## src/rtl/fetch_stage_pkg.sv

```systemverilog
// Shared types and constants for the instruction-fetch stage.
package fetch_stage_pkg;

  typedef enum logic [1:0] {
    FETCH  = 2'd0,
    WAIT   = 2'd1,
    SQUASH = 2'd2
  } fetchState_e;

  // What the IF/ID register loads on the next edge.
  typedef enum logic [1:0] {
    IFID_HOLD   = 2'd0,
    IFID_BUBBLE = 2'd1,
    IFID_IMEM   = 2'd2,
    IFID_BUF    = 2'd3
  } ifidSel_e;

  localparam logic [31:0] NOP_INSTR        = 32'h0000_0000;
  localparam logic [31:0] PC_STEP          = 32'd4;
  localparam logic [31:0] RESET_PC_DEFAULT = 32'h0000_0000;

endpackage

```

## src/rtl/fetch_skid_buffer.sv

```systemverilog
// One-entry holding buffer for an instruction that returns while IF/ID is stalled.
module fetch_skid_buffer
  import fetch_stage_pkg::*;
#(
  parameter int ADDR_W  = 32,
  parameter int INSTR_W = 32
) (
  input  logic               clk,
  input  logic               reset,
  input  logic               load,
  input  logic               drain,
  input  logic               clear,
  input  logic [INSTR_W-1:0] loadInstr,
  input  logic [ADDR_W-1:0]  loadPcPlus4,
  output logic               valid,
  output logic [INSTR_W-1:0] instr,
  output logic [ADDR_W-1:0]  pcPlus4
);

  logic               valid_r;
  logic [INSTR_W-1:0] instr_r;
  logic [ADDR_W-1:0]  pcPlus4_r;

  // Entry storage: clear (redirect) beats load, load beats drain.
  always_ff @(posedge clk) begin
    if (reset || clear) begin
      valid_r   <= 1'b0;
      instr_r   <= INSTR_W'(NOP_INSTR);
      pcPlus4_r <= {ADDR_W{1'b0}};
    end else if (load) begin
      valid_r   <= 1'b1;
      instr_r   <= loadInstr;
      pcPlus4_r <= loadPcPlus4;
    end else if (drain) begin
      valid_r   <= 1'b0;
    end else begin
      valid_r   <= valid_r;
    end
  end

  assign valid   = valid_r;
  assign instr   = instr_r;
  assign pcPlus4 = pcPlus4_r;

endmodule

```

## src/rtl/fetch_stage.sv

```systemverilog
// Instruction-fetch stage: PC, imem request FSM and IF/ID register.
// Optional FETCH_BUF_EN adds a one-entry skid buffer for stalled returns.
module fetch_stage
  import fetch_stage_pkg::*;
#(
  parameter int                ADDR_W   = 32,
  parameter int                INSTR_W  = 32,
  parameter logic [ADDR_W-1:0] RESET_PC = ADDR_W'(RESET_PC_DEFAULT)
) (
  input  logic               clk,
  input  logic               reset,
  input  logic               write_pc,
  input  logic               write_ifid,
  input  logic               branch_taken,
  input  logic [ADDR_W-1:0]  branch_target,
  output logic               imem_req,
  output logic [ADDR_W-1:0]  imem_addr,
  input  logic               imem_ready,
  input  logic [INSTR_W-1:0] imem_rdata,
  output logic [INSTR_W-1:0] ifid_instruction,
  output logic [ADDR_W-1:0]  ifid_pc_plus4,
  output logic               ifid_valid
);

  fetchState_e        state_r, nextState_s;
  ifidSel_e           ifidSel_s;
  logic [ADDR_W-1:0]  pc_r, nextPc_s, redirectPend_r, nextPend_s;
  logic [ADDR_W-1:0]  pcPlus4_s, target_s;
  logic               reqEn_r, reqActive_s, avail_s;
  logic [INSTR_W-1:0] ifidInstr_r;
  logic [ADDR_W-1:0]  ifidPcPlus4_r;
  logic               ifidValid_r;
  logic               bufValid_s;
  logic [INSTR_W-1:0] bufInstr_s;
  logic [ADDR_W-1:0]  bufPcPlus4_s;

  assign pcPlus4_s = pc_r + ADDR_W'(PC_STEP);
  assign target_s  = branch_target & {{(ADDR_W-2){1'b1}}, 2'b00};

  // A full skid buffer stands in for imem, so no request goes out meanwhile.
  assign reqActive_s = reqEn_r & ~bufValid_s;
  assign avail_s     = reqActive_s & imem_ready & (state_r != SQUASH);

`ifdef FETCH_BUF_EN
  localparam logic BUF_EN = 1'b1;

  fetch_skid_buffer #(
    .ADDR_W  (ADDR_W),
    .INSTR_W (INSTR_W)
  ) u_skid (
    .clk         (clk),
    .reset       (reset),
    .load        (avail_s & ~write_ifid & ~branch_taken),
    .drain       (write_ifid & bufValid_s),
    .clear       (branch_taken),
    .loadInstr   (imem_rdata),
    .loadPcPlus4 (pcPlus4_s),
    .valid       (bufValid_s),
    .instr       (bufInstr_s),
    .pcPlus4     (bufPcPlus4_s)
  );
`else
  localparam logic BUF_EN = 1'b0;

  assign bufValid_s   = 1'b0;
  assign bufInstr_s   = INSTR_W'(NOP_INSTR);
  assign bufPcPlus4_s = {ADDR_W{1'b0}};
`endif

  // Next-state, next-PC and IF/ID source selection.
  always_comb begin
    nextState_s = state_r;
    nextPc_s    = pc_r;
    nextPend_s  = redirectPend_r;
    ifidSel_s   = IFID_HOLD;
    if (branch_taken) begin
      ifidSel_s = IFID_BUBBLE;
      if ((state_r == FETCH && !(reqActive_s && !imem_ready)) ||
          (state_r != FETCH && imem_ready)) begin
        nextState_s = FETCH;
        nextPc_s    = target_s;
      end else begin
        // Response still owed for pc_r: keep the address, park the target.
        nextState_s = SQUASH;
        nextPend_s  = target_s;
      end
    end else begin
      case (state_r)
        FETCH, WAIT: begin
          if (avail_s) begin
            nextState_s = FETCH;
            if (write_ifid) begin
              if (write_pc) begin
                ifidSel_s = IFID_IMEM;
                nextPc_s  = pcPlus4_s;
              end else begin
                ifidSel_s = IFID_BUBBLE;
              end
            end else begin
              nextPc_s = BUF_EN ? pcPlus4_s : pc_r;
            end
          end else begin
            nextState_s = reqActive_s ? WAIT : FETCH;
            if (write_ifid) begin
              ifidSel_s = bufValid_s ? IFID_BUF : IFID_BUBBLE;
            end else begin
              ifidSel_s = IFID_HOLD;
            end
          end
        end
        SQUASH: begin
          if (imem_ready) begin
            nextState_s = FETCH;
            nextPc_s    = redirectPend_r;
          end else begin
            nextState_s = SQUASH;
          end
          ifidSel_s = write_ifid ? IFID_BUBBLE : IFID_HOLD;
        end
        default: begin
          nextState_s = FETCH;
          ifidSel_s   = IFID_BUBBLE;
        end
      endcase
    end
  end

  // PC, FSM state and request-enable registers.
  always_ff @(posedge clk) begin
    if (reset) begin
      state_r        <= FETCH;
      pc_r           <= RESET_PC;
      redirectPend_r <= {ADDR_W{1'b0}};
      reqEn_r        <= 1'b0;
    end else begin
      state_r        <= nextState_s;
      pc_r           <= nextPc_s;
      redirectPend_r <= nextPend_s;
      reqEn_r        <= 1'b1;
    end
  end

  // IF/ID pipeline register.
  always_ff @(posedge clk) begin
    if (reset) begin
      ifidInstr_r   <= INSTR_W'(NOP_INSTR);
      ifidPcPlus4_r <= {ADDR_W{1'b0}};
      ifidValid_r   <= 1'b0;
    end else begin
      case (ifidSel_s)
        IFID_BUBBLE: begin
          ifidInstr_r   <= INSTR_W'(NOP_INSTR);
          ifidPcPlus4_r <= {ADDR_W{1'b0}};
          ifidValid_r   <= 1'b0;
        end
        IFID_IMEM: begin
          ifidInstr_r   <= imem_rdata;
          ifidPcPlus4_r <= pcPlus4_s;
          ifidValid_r   <= 1'b1;
        end
        IFID_BUF: begin
          ifidInstr_r   <= bufInstr_s;
          ifidPcPlus4_r <= bufPcPlus4_s;
          ifidValid_r   <= 1'b1;
        end
        default: begin
          ifidInstr_r   <= ifidInstr_r;
          ifidPcPlus4_r <= ifidPcPlus4_r;
          ifidValid_r   <= ifidValid_r;
        end
      endcase
    end
  end

  assign imem_req         = reqActive_s;
  assign imem_addr        = pc_r;
  assign ifid_instruction = ifidInstr_r;
  assign ifid_pc_plus4    = ifidPcPlus4_r;
  assign ifid_valid       = ifidValid_r;

endmodule

```

## config.mk

```make
export PLATFORM = sky130hd
export DESIGN_NAME = fetch_stage
export DESIGN_NICKNAME = d
export VERILOG_FILES = /design/src/rtl/fetch_stage_pkg.sv /design/src/rtl/fetch_skid_buffer.sv /design/src/rtl/fetch_stage.sv
export SDC_FILE = /design/constraint.sdc
export NUM_CORES = 1
export LEC_CHECK = 0
export CAP_MARGIN = 20
export CORE_MARGIN = 1
export CORE_UTILIZATION = 29
export DETAILED_ROUTE_END_ITERATION = 16
export PLACE_DENSITY = 0.59
export SLEW_MARGIN = 25
export SYNTH_ARGS = -nofsm -noshare
export SYNTH_HDL_FRONTEND = slang
export SYNTH_SLANG_ARGS = --single-unit
```

## constraint.sdc

```tcl
create_clock -name clk -period 1.9 [get_ports clk]
set_input_delay 0.19 -clock clk [delete_from_list [all_inputs] [get_ports clk]]
set_output_delay 0.19 -clock clk [all_outputs]
set_load 0.01 [all_outputs]
```

==> results.md <==
- After clock tree synthesis, the clock-pin slew on the worst setup and hold paths is 60 ps.
- The filler-free cell count of the finished design is 1229.
- At the end of the flow, the number of nets in the layout was 1022.
- The area growth from synthesis to final layout is 59.3%.
- The dominant delay contributor by cell family on the critical path is simple AND/OR/NAND/NOR gates.
- The tool flagged a number of max-cap violations equal to 0.
- The met3 wirelength from detailed routing is 1160 um.
- In the routed design, unresolved DRC markers number 0.
- The run finished, with violations left.
- For this block, wires on met1 add up to 9360 um.
- The number of different library cells in the post-synthesis netlist is 62.
- The die footprint is 20600 um^2.
- The congestion estimate from routability-driven global placement came to 0.856.
- The total standard cell area after synthesis is 5820 um^2.
- The worst setup path is launched from a register.
- The class of the tightest hold or removal check is in -> reg.
- For this design the ratio of total power to cell area is 795 nW/um^2.
- The first TritonRoute pass finished after 5 iterations.
- In this run the worst path has a maximum fanout of 6.
- The y dimension of the die is 144 um.
- The TritonCTS buffer count is 17.
- The design draws 7.37 mW.
- Across the whole layout, storage elements account for 2560 um^2.
- The number of hold buffers added after CTS was 0.
- The total number of placement rows is 51.
- The multi-input gate area in the final layout is 3180 um^2.
- Global routing finished with a remaining overflow of 0.
- The checks that failed: negative setup slack.
- The relative slew slack is 0.540.
- The final count of hold timing violations is 0.
- Across every metal layer, demand over resource in global routing totals 0.201.
- Fill cells in the final layout number 1923.
- Setup repair after global routing could not meet its margin everywhere.
- During I/O placement, the number of pins put on the boundary was 168.
- The overall via count from detail_route is 6184.
- The worst setup path is captured at a register.
- Once detail routing completed, the nets flagged for antenna violations numbered 0.
- OpenSTA, run right after detailed placement, puts the worst setup slack at -162 ps.
- For this design the static power due to leakage is 3.39 nW.
- Once placement finished, the instance area stood at 8490 um^2.
- On the final layout, the worst clock skew is 8.52 ps.
- The initial antenna violation count is 0.
- In the synthesized netlist the async set-or-reset flop fraction comes to 0.
- The fraction of the yosys area taken by sequential cells is 0.437.
- The number of flops mapped to enable cells by yosys is 0.
- The violation count after the first detailed-routing iteration is 372.
- The finished cells cover 9270 um^2.
- The critical path data required time is 2230 ps.
- The gate count after technology mapping is 720.
- In this design, the critical path's most frequently occurring cell is sky130_fd_sc_hd__or4_4.
- Among all flip-flop cells after synthesis, the most frequent one is sky130_fd_sc_hd__dfxtp_1.
- For this design, the sink count on the clock tree is 127.
- The total count of max-transition violations in the final report came to 0.
- The worst-case setup margin in the final layout is -123 ps.
- The initial utilization of the core area, before any placement, comes to 0.297.
- The worst stage delay on the critical path is 570 ps.
- The count of warnings emitted by yosys is 0.
- The slew at the pin closest to its max-slew limit is 690 ps.
- The TritonCTS clock tree is done.
- The count of buffers added on input and output ports is 163.
- The setup violation total in the final timing report is 6.
- The mean instance size in the synthesized netlist is 8.08 um^2.
- The buffer and inverter count on the worst path is 0.
- The wire length reported by the detailed router is 20400 um.
- The number of inserted diodes is 0.
- The insertion delay to the later sink of the worst-skew pair is 430 ps.
- The kind of critical path is reg -> reg.
- The final period utilization is 1.06.
- The worst voltage drop across the vdd grid is 0.000608 V.
- The first-pass GRT wire length is 31200 um.
- The data arrival time of the critical path is 2360 ps.
- The average wire length per cell after detail routing is 16.6 um.
- The highest metal layer with signal wires is met4.
- The share of layout cells above drive strength 1 is 0.217.
- The number of global-route vias before repair was 5572.
- Synthesis inferred 127 register bits.
- The critical path's slowest cell is sky130_fd_sc_hd__or4_4.
- In this run the horizontal extent of the chip is 144 um.
- The via-per-instance ratio is 5.03.
- The time the worst path needs with I/O delays and setup is 2020 ps.
- The tree is rooted in a sky130_fd_sc_hd__clkbuf_16.
- After detailed placement, the design holds a cell count of 1194.
- The post-route setup TNS is -392 ps.
- The clock tree synthesis step divided the H-tree into 4 levels.
- The signal on the critical path passes through nand4_1 > or4_4 > or4_4 > mux2i_1 > a221oi_1.
- Static timing analysis puts the maximum clock frequency at 0.494 GHz.
- The final HPWL from detailed placement is 14900 um.
- The core region is 19600 um^2.
- The pin count of the biggest net entering global routing is 63.
- The maximum buffer depth of the clock tree is 2.
- After detailed routing, the met2 layer carries 9490 um of wire.
## path summary, 6_finish.rpt
kind | endpoint | from | cells after the start | slack (ps)
worst max-delay path | imem_addr[25]$_SDFFE_PP0P_ | imem_addr[12]$_SDFFE_PP0P_ | 5 | -120
worst min-delay path | state_r[1]$_SDFF_PP0_ | reset | 2 | 60
worst max register to register | imem_addr[25]$_SDFFE_PP0P_ | imem_addr[12]$_SDFFE_PP0P_ | 5 | -120
worst min register to register | ifid_pc_plus4[29]$_SDFFE_PP0P_ | ifid_pc_plus4[29]$_SDFFE_PP0P_ | 2 | 440
## power by group
part	internal (mW)	switching [mW]	total, mW
clock	2.14	1.26	3.40
combinational	0.573	0.568	1.14
sequential	2.76	0.0651	2.83
## sequential cells by signal (all words and copies together) (netlist names)
signal and count:
imem_addr 30, redirectPend_r 30, state_r 2, imem_req 1, ifid_valid 1, ifid_instruction 32, ifid_pc_plus4 31
## metal layers
| layer | global-route usage | up-vias |
|---|---|---|
| li1 | - | 3045 |
| met1 | 0.276 | 2894 |
| met2 | 0.312 | 218 |
| met3 | 0.0370 | 27 |
| met4 | 0.0689 | 0 |
| met5 | 0 | - |
## layout by cell type, fill, tap and decap left out, drive strengths merged, types with 16 or more instances in the layout
cell | Yosys | final
buf | 14 | 111
clkbuf | 47 | 20
nand2 | 107 | 107
dfxtp | 127 | 127
a22oi | 44 | 44
a21oi | 58 | 58
clkdlybuf4s50 | 0 | 161
nand3 | 16 | 16
o21ai | 41 | 41
xnor2 | 19 | 19
nor3 | 25 | 25
nor2 | 78 | 78
## layout make-up
cell class                      instances  share of cell area
Clock buffer                           20              0.0493
Timing Repair Buffer                  272               0.274
Multi-Input combinational cell        524               0.343
Inverter                                9             0.00364
Sequential cell                       127               0.277
Clock inverter                         12              0.0171
Tap cell                              265              0.0358
## cell families after synthesis
family / share of synthesized area
buffers and inverters: 0.0495
adders and majority gates: 0.00215
xor gates and xnor gates: 0.0422
AOI/OAI and AO/OA: 0.242
and+or+nand+nor: 0.224
DFF: 0.437
muxes: 0.00172
other: 0.000645
## synth_stat cells (7+ instances only)
cell | instances | area share
sky130_fd_sc_hd__or3_1 | 8 | 0.0086
sky130_fd_sc_hd__dfxtp_1 | 127 | 0.44
sky130_fd_sc_hd__xnor2_1 | 19 | 0.029
sky130_fd_sc_hd__nand4_1 | 9 | 0.0097
sky130_fd_sc_hd__o21ai_0 | 38 | 0.033
sky130_fd_sc_hd__a21oi_1 | 57 | 0.049
sky130_fd_sc_hd__nor4_1 | 8 | 0.0086
sky130_fd_sc_hd__nand3_1 | 15 | 0.013
sky130_fd_sc_hd__nand2_1 | 107 | 0.069
sky130_fd_sc_hd__inv_1 | 9 | 0.0058
sky130_fd_sc_hd__o211ai_1 | 7 | 0.0090
sky130_fd_sc_hd__xor2_1 | 9 | 0.014
sky130_fd_sc_hd__a211oi_1 | 15 | 0.019
sky130_fd_sc_hd__a22oi_1 | 44 | 0.057
sky130_fd_sc_hd__nor2_1 | 78 | 0.050
sky130_fd_sc_hd__nor3_1 | 25 | 0.022
sky130_fd_sc_hd__clkbuf_1 | 47 | 0.030
## worst register-to-register path, delay by kind of cell, from the launching register on
family / cells / cell delay [ps]
simple gates: 3 / 1190
mux: 1 / 130
compound gates: 1 / 270
flops: 1 / 350
## per-stage QoR
stage | hold WS (ps) | util
6_report | 58.7 | 0.473
4_1_cts | 56.8 | 0.467
5_1_grt | 69.3 | 0.473
3_5_place_dp | 443 | 0.433
3_3_place_gp | 437 | 0.433
2_1_floorplan | 269 | -
## what timing repair did
item,CTS,global route
resized for setup,10,24
buffers inserted,1,3
endpoints found under the setup margin,14,34
pin swaps,8,9
No activity file was read; power rests on OpenSTA's default activity.
